===== src/rtl/uart_tx.sv =====
// UART transmitter: one-entry holding buffer feeding a shift register, one bit per baud tick.
// Start bit appears at the first tick after the character is buffered; in_ready stays low while the buffer is full.
module uart_tx #(
    parameter int DATA_BITS = 8,
    parameter int PARITY    = 0,
    parameter int STOP_BITS = 1
) (
    input  logic                 clk,
    input  logic                 reset,
    input  logic                 tick,
    input  logic                 in_valid,
    input  logic [DATA_BITS-1:0] in_data,
    output logic                 in_ready,
    output logic                 tx,
    output logic                 busy
);

    typedef enum logic [2:0] {
        IDLE,
        START,
        DATA,
        PAR,
        STOP
    } state_t;

    localparam int                 CNT_W     = $clog2(DATA_BITS);
    localparam logic [CNT_W-1:0]   LAST_BIT  = CNT_W'(DATA_BITS - 1);
    localparam logic               LAST_STOP = (STOP_BITS == 2);
    localparam logic               HAS_PAR   = (PARITY != 0);
    localparam logic               ODD_PAR   = (PARITY == 1);

    state_t                 state;
    logic [DATA_BITS-1:0]   hold_dat;
    logic [DATA_BITS-1:0]   shift_dat;
    logic                   par_bit;
    logic [CNT_W-1:0]       bit_cnt;
    logic                   stop_cnt;
    logic                   accept;
    logic                   frame_end;
    logic                   load_now;

    // A buffered character moves into the shift register either from IDLE or at the
    // last stop-bit tick; both need the buffer full, so they never coincide with an accept.
    assign accept    = in_valid && in_ready;
    assign frame_end = (state == STOP) && (stop_cnt == LAST_STOP);
    assign load_now  = tick && !in_ready && ((state == IDLE) || frame_end);
    assign busy      = (state != IDLE) || !in_ready;

    always_ff @(posedge clk or posedge reset) begin
        if (reset) begin
            state     <= IDLE;
            tx        <= 1'b1;
            in_ready  <= 1'b1;
            hold_dat  <= '0;
            shift_dat <= '0;
            par_bit   <= 1'b0;
            bit_cnt   <= '0;
            stop_cnt  <= 1'b0;
        end else begin
            if (accept) begin
                hold_dat <= in_data;
                in_ready <= 1'b0;
            end

            if (load_now) begin
                shift_dat <= hold_dat;
                par_bit   <= (^hold_dat) ^ ODD_PAR;
                in_ready  <= 1'b1;
            end

            if (tick) begin
                case (state)
                    IDLE: begin
                        if (!in_ready) begin
                            state <= START;
                            tx    <= 1'b0;
                        end
                    end
                    START: begin
                        state     <= DATA;
                        tx        <= shift_dat[0];
                        shift_dat <= shift_dat >> 1;
                        bit_cnt   <= '0;
                    end
                    DATA: begin
                        if (bit_cnt == LAST_BIT) begin
                            bit_cnt <= '0;
                            if (HAS_PAR) begin
                                state <= PAR;
                                tx    <= par_bit;
                            end else begin
                                state    <= STOP;
                                tx       <= 1'b1;
                                stop_cnt <= 1'b0;
                            end
                        end else begin
                            tx        <= shift_dat[0];
                            shift_dat <= shift_dat >> 1;
                            bit_cnt   <= bit_cnt + CNT_W'(1);
                        end
                    end
                    PAR: begin
                        state    <= STOP;
                        tx       <= 1'b1;
                        stop_cnt <= 1'b0;
                    end
                    STOP: begin
                        if (frame_end) begin
                            stop_cnt <= 1'b0;
                            // Back-to-back frames: go straight to a new start bit.
                            if (!in_ready) begin
                                state <= START;
                                tx    <= 1'b0;
                            end else begin
                                state <= IDLE;
                                tx    <= 1'b1;
                            end
                        end else begin
                            stop_cnt <= 1'b1;
                        end
                    end
                    default: begin
                        state <= IDLE;
                        tx    <= 1'b1;
                    end
                endcase
            end
        end
    end

endmodule


===== config.mk =====
export PLATFORM = sky130hd
export DESIGN_NAME = uart_tx
export DESIGN_NICKNAME = d
export VERILOG_FILES = /design/src/rtl/uart_tx.sv
export SDC_FILE = /design/constraint.sdc
export NUM_CORES = 1
export LEC_CHECK = 0
export CORE_AREA = 5 5 58 60
export CTS_CLUSTER_SIZE = 8
export DETAILED_ROUTE_END_ITERATION = 10
export DIE_AREA = 0 0 63 65
export PLACE_DENSITY_LB_ADDON = 0.3
export SETUP_SLACK_MARGIN = 0.5
export SYNTH_ARGS = -nofsm -noshare
export SYNTH_HDL_FRONTEND = slang
export SYNTH_SLANG_ARGS = --single-unit

===== constraint.sdc =====
create_clock -name clk -period 1.6 [get_ports clk]
set_clock_uncertainty 0.1 [all_clocks]
set_input_delay 0.24 -clock clk [delete_from_list [all_inputs] [get_ports clk]]
set_output_delay 0.24 -clock clk [all_outputs]
set_load 0.01 [all_outputs]

==> results <==
- The worst setup path is captured at a register.
- The via count of the first global-routing pass is 972.
- The number of cell instances on the worst register-to-register path is 5.
- The checks that failed: setup timing.
- In the final routed layout, each cell accounts on average for around 14 um.
- Once the floorplan was initialized, standard cells occupied 42.3% of the core.
- Ranked by total cell area, the synthesized netlist is headed by sky130_fd_sc_hd__dfrtp_1 (47%), sky130_fd_sc_hd__mux2_2 (16%), sky130_fd_sc_hd__mux2_4 (8.6%), sky130_fd_sc_hd__dfstp_2 (4.3%), sky130_fd_sc_hd__nand2_1 (2.8%).
- Detailed routing placed a total of 1330 um of wire on met2.
- During I/O placement, the number of pins put on the boundary was 15.
- TritonCTS built the clock tree.
- Wires add up to 2470 um.
- The routed design could run at a clock period as short as 1650 ps.
- The slowest cell on the critical path is sky130_fd_sc_hd__dfstp_2.
- Synthesis produced a netlist with a net count of roughly 110.
- The design draws 3.26 mW.
- The filler cells instantiated in the layout total 219.
- After the last flow step, the layout net total stands at ~150.
- In this run, CTS created clock tree buffers numbering 3.
- The routed metal-1 wirelength is 1020 um.
- After detailed routing, the number of remaining DRC violations is 0.
- The peak per-stage delay on the critical path is 570 ps.
- The cell taking the most area after synthesis is sky130_fd_sc_hd__dfrtp_1.
- The worst pin sits at a relative slew slack of about three quarters.
- Setup repair after global routing could not meet its margin everywhere.
- In this run the register-to-register setup slack is -50 ps.
- The pin count of the biggest net entering global routing is 26.
- The first global-routing pass estimated 4340 um of wire.
- Setup violations remaining at the end of the flow were counted as 9.
- The total met3 wirelength after detailed routing is 94 um.
- The critical path goes through buf_6 -> inv_2 -> nand4_4 -> mux2_2 -> mux2_4.
- The commonest cells after synthesis are sky130_fd_sc_hd__dfrtp_1 (23), sky130_fd_sc_hd__mux2_2 (17), sky130_fd_sc_hd__nand2_1 (9).
- Counting flops with a built-in enable in the synthesized netlist gives 0.
- For the worst setup path, the data required time is 1740 ps.
- Counting both buffers and inverters, the worst setup path holds a total of 2.
- The number of hold violations in the final report came to 0.
- The tightest hold margin is ~120 ps.
- Clock tree synthesis selected as its root buffer the cell sky130_fd_sc_hd__clkbuf_4.
- In this run the critical register-to-register path is launched from in_ready.
- The primary flip-flop cell chosen by synthesis mapping is sky130_fd_sc_hd__dfrtp_1.
- The max-capacitance violation count is 0.
- The clock net in this run drives a total of 25 sinks.
- After floorplanning, the core was divided into 20 placement rows.
- The floorplan step defined a die boundary enclosing 4100 um^2.
- The critical path is of the register to register type.
- The width of the chip is 63 um.
- The category of cells accounting for the largest share of critical-path delay is multiplexers.
- The Yosys step of the flow raised 0 warnings.
- The maximum level of the CTS H-tree is 1.
- The remaining global-route overflow is 0.
- The count of final max-slew check failures is 0.
- The ratio of final minimum period to clock period is 103%.
- For the worst setup path, the data arrival time is 1790 ps.
- The first-pass iteration count of the detailed router is 4.
- The clock latency reported for the late side of the worst-skew pair is 330 ps.
- The register cell area after layout is 629 um^2.
- The synthesized area per cell is between 10 and 15 um^2.
- The final weighted congestion in routability-driven placement is about 0.75.
- The sum of negative setup slack is -365 ps.
- sky130_fd_sc_hd__dfrtp_1 is the most common cell in the netlist.
- In this run, synthesis produced a sequential element count of 25.
- The maximum vdd ir drop is between 1 and 1.5 mV.
- For this design, the CTS-stage hold fixing added 0 buffers.
- The worst flop-to-flop path endpoint is shift_dat[6].
- After floorplanning, the core was sized to cover ~2900 um^2.
- The detailed router's first-iteration violation count is 46.
- The fraction of layout cells with a size suffix above 1 is 58.7%.
- Summing all multi-input logic gate instances after layout gives 691 um^2.
- The number of antenna violations at the first check in global routing is 0.
- The repair_antennas step left the layout with diodes totalling 0.
- The floorplan step set the die height to 65 um.
- Summed over its instances, the top area cell type makes up 47.3% of the synthesized netlist area.
- The post-route antenna net violation count is 0.
- Detailed routing inserted a total of 893 vias.
- The count of cell types in the netlist is 28.
- The layout-stage area growth over the synthesis result is 44.5%.
- The path class of the tightest hold or removal check is input pin to async pin.
- The combined area of all synthesized cells is 1220 um^2.
- Counting buffers and inverters, the worst setup path is 5 cells deep.
- For the pin with the worst max-slew slack, the measured transition is 374 ps.
- Of all nets on the critical path, the largest fanout is 5.
- The highest attainable clock frequency is 606 MHz.
- After detailed placement, the design holds a cell count of approximately 160.
- After synthesis, the share of flip-flops with an asynchronous set or reset is 100%.
- The power per unit of standard cell area is 1850 nW/um^2.
- In the synthesized netlist, the number of instances is between 90 and 100.
- The run finished, with violations left.
- After synthesis, flip-flops and latches occupy 51.6% of the total area.
- Summed over all nets, the half-perimeter wirelength after detailed placement is 1630 um.
- The count of buffers from port buffering is 14.
- The deepest clock path buffer count is 2.
- The final worst-path setup slack is -50.3 ps.
- The clock-pin slew on the worst setup and hold paths is 150 ps.
- The startpoint type of the worst setup path is a register.
- For this run, the total global-route usage over all layers was measured as 13.4%.
- The highest signal layer in the routed design is met4.
- Summed over all cells, the static leakage comes to 0.796 nW.
- The via count normalized by instance count is between 5 and 6.
- The count of placed standard cells in the final layout, fillers left out is 171.
## routing by layer
metal / track usage [%] / vias up
met2: 24.0 / 13
met4: 2.39 / 0
met5: 0 / -
met1: 15.8 / 442
met3: 4.33 / 2
li1: - / 436
## tightest hold or removal path: stages
cell,delay (ps)
sky130_fd_sc_hd__clkdlybuf4s50_1,390
sky130_fd_sc_hd__inv_1,50
sky130_fd_sc_hd__buf_4,290
## power breakdown
group	internal (mW)	switching [mW]	total, mW
Sequential	0.940	0.182	1.12
Combinational	1.10	0.728	1.83
Clock	0.102	0.207	0.309
Total	2.14	1.12	3.26
## area by class of cell
cell class                      instances  area share [%]
Timing Repair Buffer                   39            19.9
Multi-Input combinational cell         66            39.3
Inverter                                4           0.854
Clock buffer                            3            1.28
Sequential cell                        25            35.8
Tap cell                               33            2.35
Clock inverter                          1           0.498
## repair_timing
item,4_1_cts,5_1_grt
cloned,1,0
pin swaps,12,10
endpoints found under the hold margin,0,0
endpoints found under the setup margin,28,28
setup buffers,6,3
gates resized for setup,31,7
## sequential cells by signal (all words and copies together) (netlist names)
signal     cells
bit_cnt        3
in_ready       1
hold_dat       8
state          3
tx             1
shift_dat      8
stop_cnt       1
## cells by family after synthesis
family          after synthesis  share of synthesized area [%]
fa+ha+maj                     2                           2.06
compound gates               17                           9.57
buf+inv                       5                           1.54
flops                        25                           51.6
mux                          24                           24.4
simple gates                 22                           10.8
## placed cells by master, fill, tap and decap left out, types with 2 or more instances in the layout
master,count
sky130_fd_sc_hd__buf_4,20
sky130_fd_sc_hd__o21ai_1,3
sky130_fd_sc_hd__clkbuf_4,3
sky130_fd_sc_hd__nor3_4,2
sky130_fd_sc_hd__dfstp_2,2
sky130_fd_sc_hd__nand4_4,2
sky130_fd_sc_hd__buf_6,8
sky130_fd_sc_hd__clkdlybuf4s50_1,11
sky130_fd_sc_hd__o21ai_2,3
sky130_fd_sc_hd__nor2_1,2
sky130_fd_sc_hd__inv_2,2
sky130_fd_sc_hd__mux2_4,8
sky130_fd_sc_hd__nand2_1,6
sky130_fd_sc_hd__nand2_2,2
sky130_fd_sc_hd__inv_1,2
sky130_fd_sc_hd__a21oi_1,3
sky130_fd_sc_hd__nor2_4,2
sky130_fd_sc_hd__dfrtp_1,22
sky130_fd_sc_hd__mux2_2,16
## per-stage QoR
step                      cell area (um^2)  util [%]  setup WS (ps)
final                                 1760      61.1          -50.3
after global routing                  1760      61.1           -118
after CTS                             1700      59.2          -68.5
after detailed placement              1560      54.2           -217
after global placement                1560      54.2           -185
after floorplan                       1260         -          -13.8
## how the worst max path moves through the flow
stage                     from      endpoint
floorplan           bit_cnt[0]  shift_dat[0]
CTS                 bit_cnt[1]  shift_dat[0]
global placement          tick  shift_dat[4]
finish                in_ready  shift_dat[6]
detailed placement        tick  shift_dat[4]
global route        bit_cnt[1]  shift_dat[0]
Power figures use the tool's default switching activity.
